### config.mk
export PLATFORM = sky130hd
export DESIGN_NAME = traffic_ctrl_param
export DESIGN_NICKNAME = d
export VERILOG_FILES = /design/src/rtl/traffic_ctrl_param.sv
export SDC_FILE = /design/constraint.sdc
export NUM_CORES = 1
export LEC_CHECK = 0
export ABC_AREA = 1
export CORE_ASPECT_RATIO = 1.5
export CORE_MARGIN = 4
export CORE_UTILIZATION = 40
export DETAILED_ROUTE_END_ITERATION = 8
export PLACE_DENSITY = 0.73
export SETUP_SLACK_MARGIN = 0.05
export SYNTH_ARGS = -nofsm -noshare
export SYNTH_HDL_FRONTEND = slang
export SYNTH_SLANG_ARGS = --single-unit
### constraint.sdc
create_clock -name clk -period 3.13 [get_ports clk]
set_input_delay 0.626 -clock clk [delete_from_list [all_inputs] [get_ports clk]]
set_output_delay 0.626 -clock clk [all_outputs]
set_load 0.01 [all_outputs]
### src/rtl/traffic_ctrl_param.sv
// Two-road traffic-light controller with on-demand walk phase, tick-enabled timing
// and a night flashing mode. Lamps are a Moore decode of the registered state.
module traffic_ctrl_param #(
    parameter int G_LEN      = 40,
    parameter int Y_LEN      = 5,
    parameter int GAP_LEN    = 2,
    parameter int WG_LEN     = 26,
    parameter int BLK_LEN    = 6,
    parameter int CNT_W      = 8,
    parameter bit PED_ALWAYS = 1'b0
) (
    input  logic       clk,
    input  logic       rst,
    input  logic       tick,
    input  logic       ped_req,
    input  logic       night_mode,
    output logic       Road1_G,
    output logic       Road1_Y,
    output logic       Road1_R,
    output logic       Road2_G,
    output logic       Road2_Y,
    output logic       Road2_R,
    output logic       Walk_G,
    output logic       Walk_R,
    output logic [3:0] phase,
    output logic       ped_wait
);

    typedef enum logic [3:0] {
        R1_G     = 4'd0,
        R1_Y     = 4'd1,
        GAP1     = 4'd2,
        R2_G     = 4'd3,
        R2_Y     = 4'd4,
        GAP2     = 4'd5,
        WALK_G   = 4'd6,
        WALK_BLK = 4'd7,
        GAP3     = 4'd8,
        NIGHT    = 4'd9
    } state_t;

    localparam int MAX_LEN = 2 ** CNT_W;

    if (G_LEN < 1 || G_LEN > MAX_LEN || Y_LEN < 1 || Y_LEN > MAX_LEN ||
        GAP_LEN < 1 || GAP_LEN > MAX_LEN || WG_LEN < 1 || WG_LEN > MAX_LEN ||
        BLK_LEN < 1 || BLK_LEN > MAX_LEN) begin : g_bad_len
        $error("traffic_ctrl_param: every *_LEN must be in 1..2**CNT_W");
    end

    state_t           state_q, state_d;
    logic [CNT_W-1:0] cnt_q, cnt_d;
    logic             blink_q, blink_d;
    logic             ped_wait_q, ped_wait_d;
    logic             advance;
    logic             entering;

    function automatic logic [CNT_W-1:0] load_val(input state_t s);
        logic [CNT_W-1:0] v;
        case (s)
            R1_G, R2_G:       v = CNT_W'(G_LEN - 1);
            R1_Y, R2_Y:       v = CNT_W'(Y_LEN - 1);
            GAP1, GAP2, GAP3: v = CNT_W'(GAP_LEN - 1);
            WALK_G:           v = CNT_W'(WG_LEN - 1);
            WALK_BLK:         v = CNT_W'(BLK_LEN - 1);
            default:          v = '0;
        endcase
        return v;
    endfunction

    always_ff @(posedge clk or negedge rst) begin
        if (!rst) begin
            state_q    <= R1_G;
            cnt_q      <= CNT_W'(G_LEN - 1);
            blink_q    <= 1'b0;
            ped_wait_q <= 1'b0;
        end else begin
            state_q    <= state_d;
            cnt_q      <= cnt_d;
            blink_q    <= blink_d;
            ped_wait_q <= ped_wait_d;
        end
    end

    // A request arriving on the GAP2 exit cycle still wins the walk phase.
    always_comb begin
        state_d = state_q;
        advance = tick && (cnt_q == '0);
        case (state_q)
            R1_G:     if (advance) state_d = R1_Y;
            R1_Y:     if (advance) state_d = GAP1;
            GAP1:     if (advance) state_d = night_mode ? NIGHT : R2_G;
            R2_G:     if (advance) state_d = R2_Y;
            R2_Y:     if (advance) state_d = GAP2;
            GAP2: begin
                if (advance) begin
                    if (night_mode)
                        state_d = NIGHT;
                    else if (ped_wait_q || ped_req || PED_ALWAYS)
                        state_d = WALK_G;
                    else
                        state_d = R1_G;
                end
            end
            WALK_G:   if (advance) state_d = WALK_BLK;
            WALK_BLK: if (advance) state_d = GAP3;
            GAP3:     if (advance) state_d = night_mode ? NIGHT : R1_G;
            NIGHT:    if (tick && !night_mode) state_d = GAP3;
            default:  state_d = R1_G;
        endcase
    end

    always_comb begin
        entering   = (state_d != state_q);
        cnt_d      = cnt_q;
        blink_d    = blink_q;
        ped_wait_d = ped_wait_q;

        if (entering)
            cnt_d = load_val(state_d);
        else if (tick && state_q != NIGHT)
            cnt_d = cnt_q - 1'b1;

        if (entering && state_d == WALK_BLK)
            blink_d = 1'b0;
        else if (entering && state_d == NIGHT)
            blink_d = 1'b1;
        else if (!entering && tick && (state_q == WALK_BLK || state_q == NIGHT))
            blink_d = ~blink_q;

        if (entering && (state_d == WALK_G || state_d == NIGHT))
            ped_wait_d = 1'b0;
        else if (ped_req && state_q != WALK_G && state_q != NIGHT)
            ped_wait_d = 1'b1;
    end

    // In night mode road 2 flashes red while road 1 flashes yellow.
    always_comb begin
        Road1_G = 1'b0;
        Road1_Y = 1'b0;
        Road1_R = 1'b0;
        Road2_G = 1'b0;
        Road2_Y = 1'b0;
        Road2_R = 1'b0;
        Walk_G  = 1'b0;
        Walk_R  = 1'b0;
        case (state_q)
            R1_G: begin
                Road1_G = 1'b1;
                Road2_R = 1'b1;
                Walk_R  = 1'b1;
            end
            R1_Y: begin
                Road1_Y = 1'b1;
                Road2_R = 1'b1;
                Walk_R  = 1'b1;
            end
            R2_G: begin
                Road1_R = 1'b1;
                Road2_G = 1'b1;
                Walk_R  = 1'b1;
            end
            R2_Y: begin
                Road1_R = 1'b1;
                Road2_Y = 1'b1;
                Walk_R  = 1'b1;
            end
            WALK_G: begin
                Road1_R = 1'b1;
                Road2_R = 1'b1;
                Walk_G  = 1'b1;
            end
            WALK_BLK: begin
                Road1_R = 1'b1;
                Road2_R = 1'b1;
                Walk_G  = blink_q;
            end
            NIGHT: begin
                Road1_Y = blink_q;
                Road2_R = blink_q;
                Walk_R  = 1'b1;
            end
            default: begin
                Road1_R = 1'b1;
                Road2_R = 1'b1;
                Walk_R  = 1'b1;
            end
        endcase
    end

    assign phase    = state_q;
    assign ped_wait = ped_wait_q;

endmodule

==> results.ini <==
[synth]
syn_area_um2=1310
ys_top_cells_by_area=dfrtp_1 19%, nand2_1 16%, dfstp_2 8.0%
synth-seq-area-share_pct=27.2
syn-num-nets=207
synth.avg_cell_area_um2=6.67
synth-seq-cells=14
yosysWarnings=0
synthCells=196
yosysTopAreaCellShare_pct=19.1
netlist.top_cell.by_area=dfrtp_1
synth.distinct_cells=30

[critical_path]
arrival_ps=1970
ff2ff_path_depth=16
endpoint_kind=output pin
crit_type=reg -> out
regToRegEndpoint=cnt_q[3]
r2r_slack_ps=730
start_kind=register
r2r_start=cnt_q[0]
crit_fanout=11
crit_start=phase[3]
required_ps=2500

[timing]
max_freq_mhz=385
setup-tns-final_ps=0
final.min_clock_period_ps=2600
slew_headroom_pct=58.9
hold_violations=0
worst-slew-pin-transition_ps=614
setup_viol=0
skew_ps=3.12
finalCritPeriodShare_pct=83.1
rsz0062_at_grt=false
maxSlewViolCount=0

[power]
power_leakage_nw=0.808
power_density_nw_per_um2=514
report.power.total_uw=806
max-vdd-ir-drop_uv=310

[grt]
grt_pass1_wl_um=5180
grt_max_degree=15
overflow=0
first_global_vias=1167
antenna_found_initial=0
track_usage_pct=16.3

[final_layout]
post-route-util_pct=49.6
drive_above_1_share_pct=23.3
area_growth_pct=19.8
layout_commonest_cell=nand2_1
fin_nets=227
mostFrequentLayoutCells=57 x nand2_1, 19 x nor2_1, 17 x clkdlybuf4s50_1
antenna_cells=0
layoutNonFillerInstCount=255

[placement]
io_buffer_count=17
gp_congestion=0.848
place_hpwl_um=2490
dp.cells=251

[worst_hold_path]
whs_path_depth=2
hold-path-endpoint=cnt_q[1]
min-delay-start=cnt_q[1]
hold_class=reg -> reg

[routing]
ant_nets=0
routed.top_layer=met4
drt-vias-per-instance=5.02
routed_wl_um=3080
route.met2.wl_um=1630
drt-pass1-iter-count=4
drc_errors=0
wl_met3_um=119
wl_per_cell_um=12.1
drt-initial-drc-count=54
vias=1280
route.layer.met1.wl_um=1260

[status]
status=finished, final reports clean

[clocking]
cts_resized=0
cts_made_buffers=3
cts_tree=yes
numClockSinks=14
cts.reportedPaths.clkPinSlew_ps=60
cts_buffer_depth=2
clk_latency_ps=240
postCtsHoldBufs=0
root_buffer=clkbuf_8
cts_max_level=1
post_cts.repair.setup_buffers=0

[die]
die_w_um=54.7
pin_count=18
core_um2=3160
rows=25
start_util_pct=41.4
die-area_um2=4270
die_y_um=78.0

[run]
drv_cap=0

==> synthesized netlist by cell type, drive strengths merged <==
| cell | instances |
|---|---|
| nor3 | 2 |
| o211ai | 1 |
| o21ai | 5 |
| nand4 | 3 |
| xor2 | 6 |
| dfrtp | 10 |
| ha | 6 |
| a31oi | 1 |
| nand2 | 67 |
| xnor2 | 1 |
| and3 | 1 |
| a21boi | 1 |
| nand3 | 18 |
| dfstp | 4 |
| inv | 29 |
| a31o | 1 |
| nor2 | 30 |
| buf | 2 |
| o31ai | 1 |
| a21oi | 7 |
==> logic make-up (layout without fill, tap and decap cells) <==
kind of cell | after synthesis | in the layout | share of synthesized area [%]
AND/OR/NAND/NOR | 121 | 121 | 44.5
buffers and inverters | 31 | 50 | 9.57
AO/OA/AOI/OAI | 17 | 17 | 8.33
flip-flops | 14 | 14 | 27.2
XOR/XNOR | 7 | 7 | 4.69
adder cells (fa/ha/maj) | 6 | 6 | 5.74
==> routing by layer <==
layer | up-vias | global-route usage [%]
met2 | 37 | 28.1
met1 | 582 | 19.2
li1 | 653 | -
met4 | 0 | 6.73
met3 | 8 | 2.28
met5 | - | 0
==> final cells by class <==
type                       instances  area, um^2
inverter                          29         109
clock buffer                       4        55.1
timing repair buffer              17         170
multi-input combinational        151         827
tap                               40        50.0
fill                             315        1590
sequential                        14         355
==> report_power, final <==
part,internal [mW],switching (mW)
Combinational,0.137,0.194
Sequential,0.249,0.0502
Clock,0.111,0.0647
==> how the worst max path moves through the flow <==
stage,to,slack [ps],depth (start not counted)
final,Road2_R,530,5
after global routing,cnt_q[2],260,16
after CTS,Walk_G,550,6
after detailed placement,cnt_q[2],320,16
after global placement,cnt_q[1],370,15
after floorplan,cnt_q[1],980,16
==> per-stage QoR <==
| step | hold WS, ps | instance area (um^2) | setup WS, ps |
|---|---|---|---|
| after CTS | 490 | 1570 | 551 |
| after global placement | 483 | 1510 | 368 |
| after detailed placement | 478 | 1510 | 316 |
| final | 486 | 1570 | 530 |
| after global routing | 505 | 1570 | 257 |
| after floorplan | 330 | 1310 | 977 |
==> worst max-delay path, stage by stage, from the launching register on <==
cell and delay, ps:
dfrtp_1 620, nor2_2 120, nand2_1 100, inv_1 50
o31ai_1 260, clkdlybuf4s50_1 580
==> state kept, by name, summed over array words and instances (netlist names) <==
name      flops
cnt_q         8
ped_wait      1
blink_q       1
phase         4
Note: power is estimated with default switching activity, not from simulation.
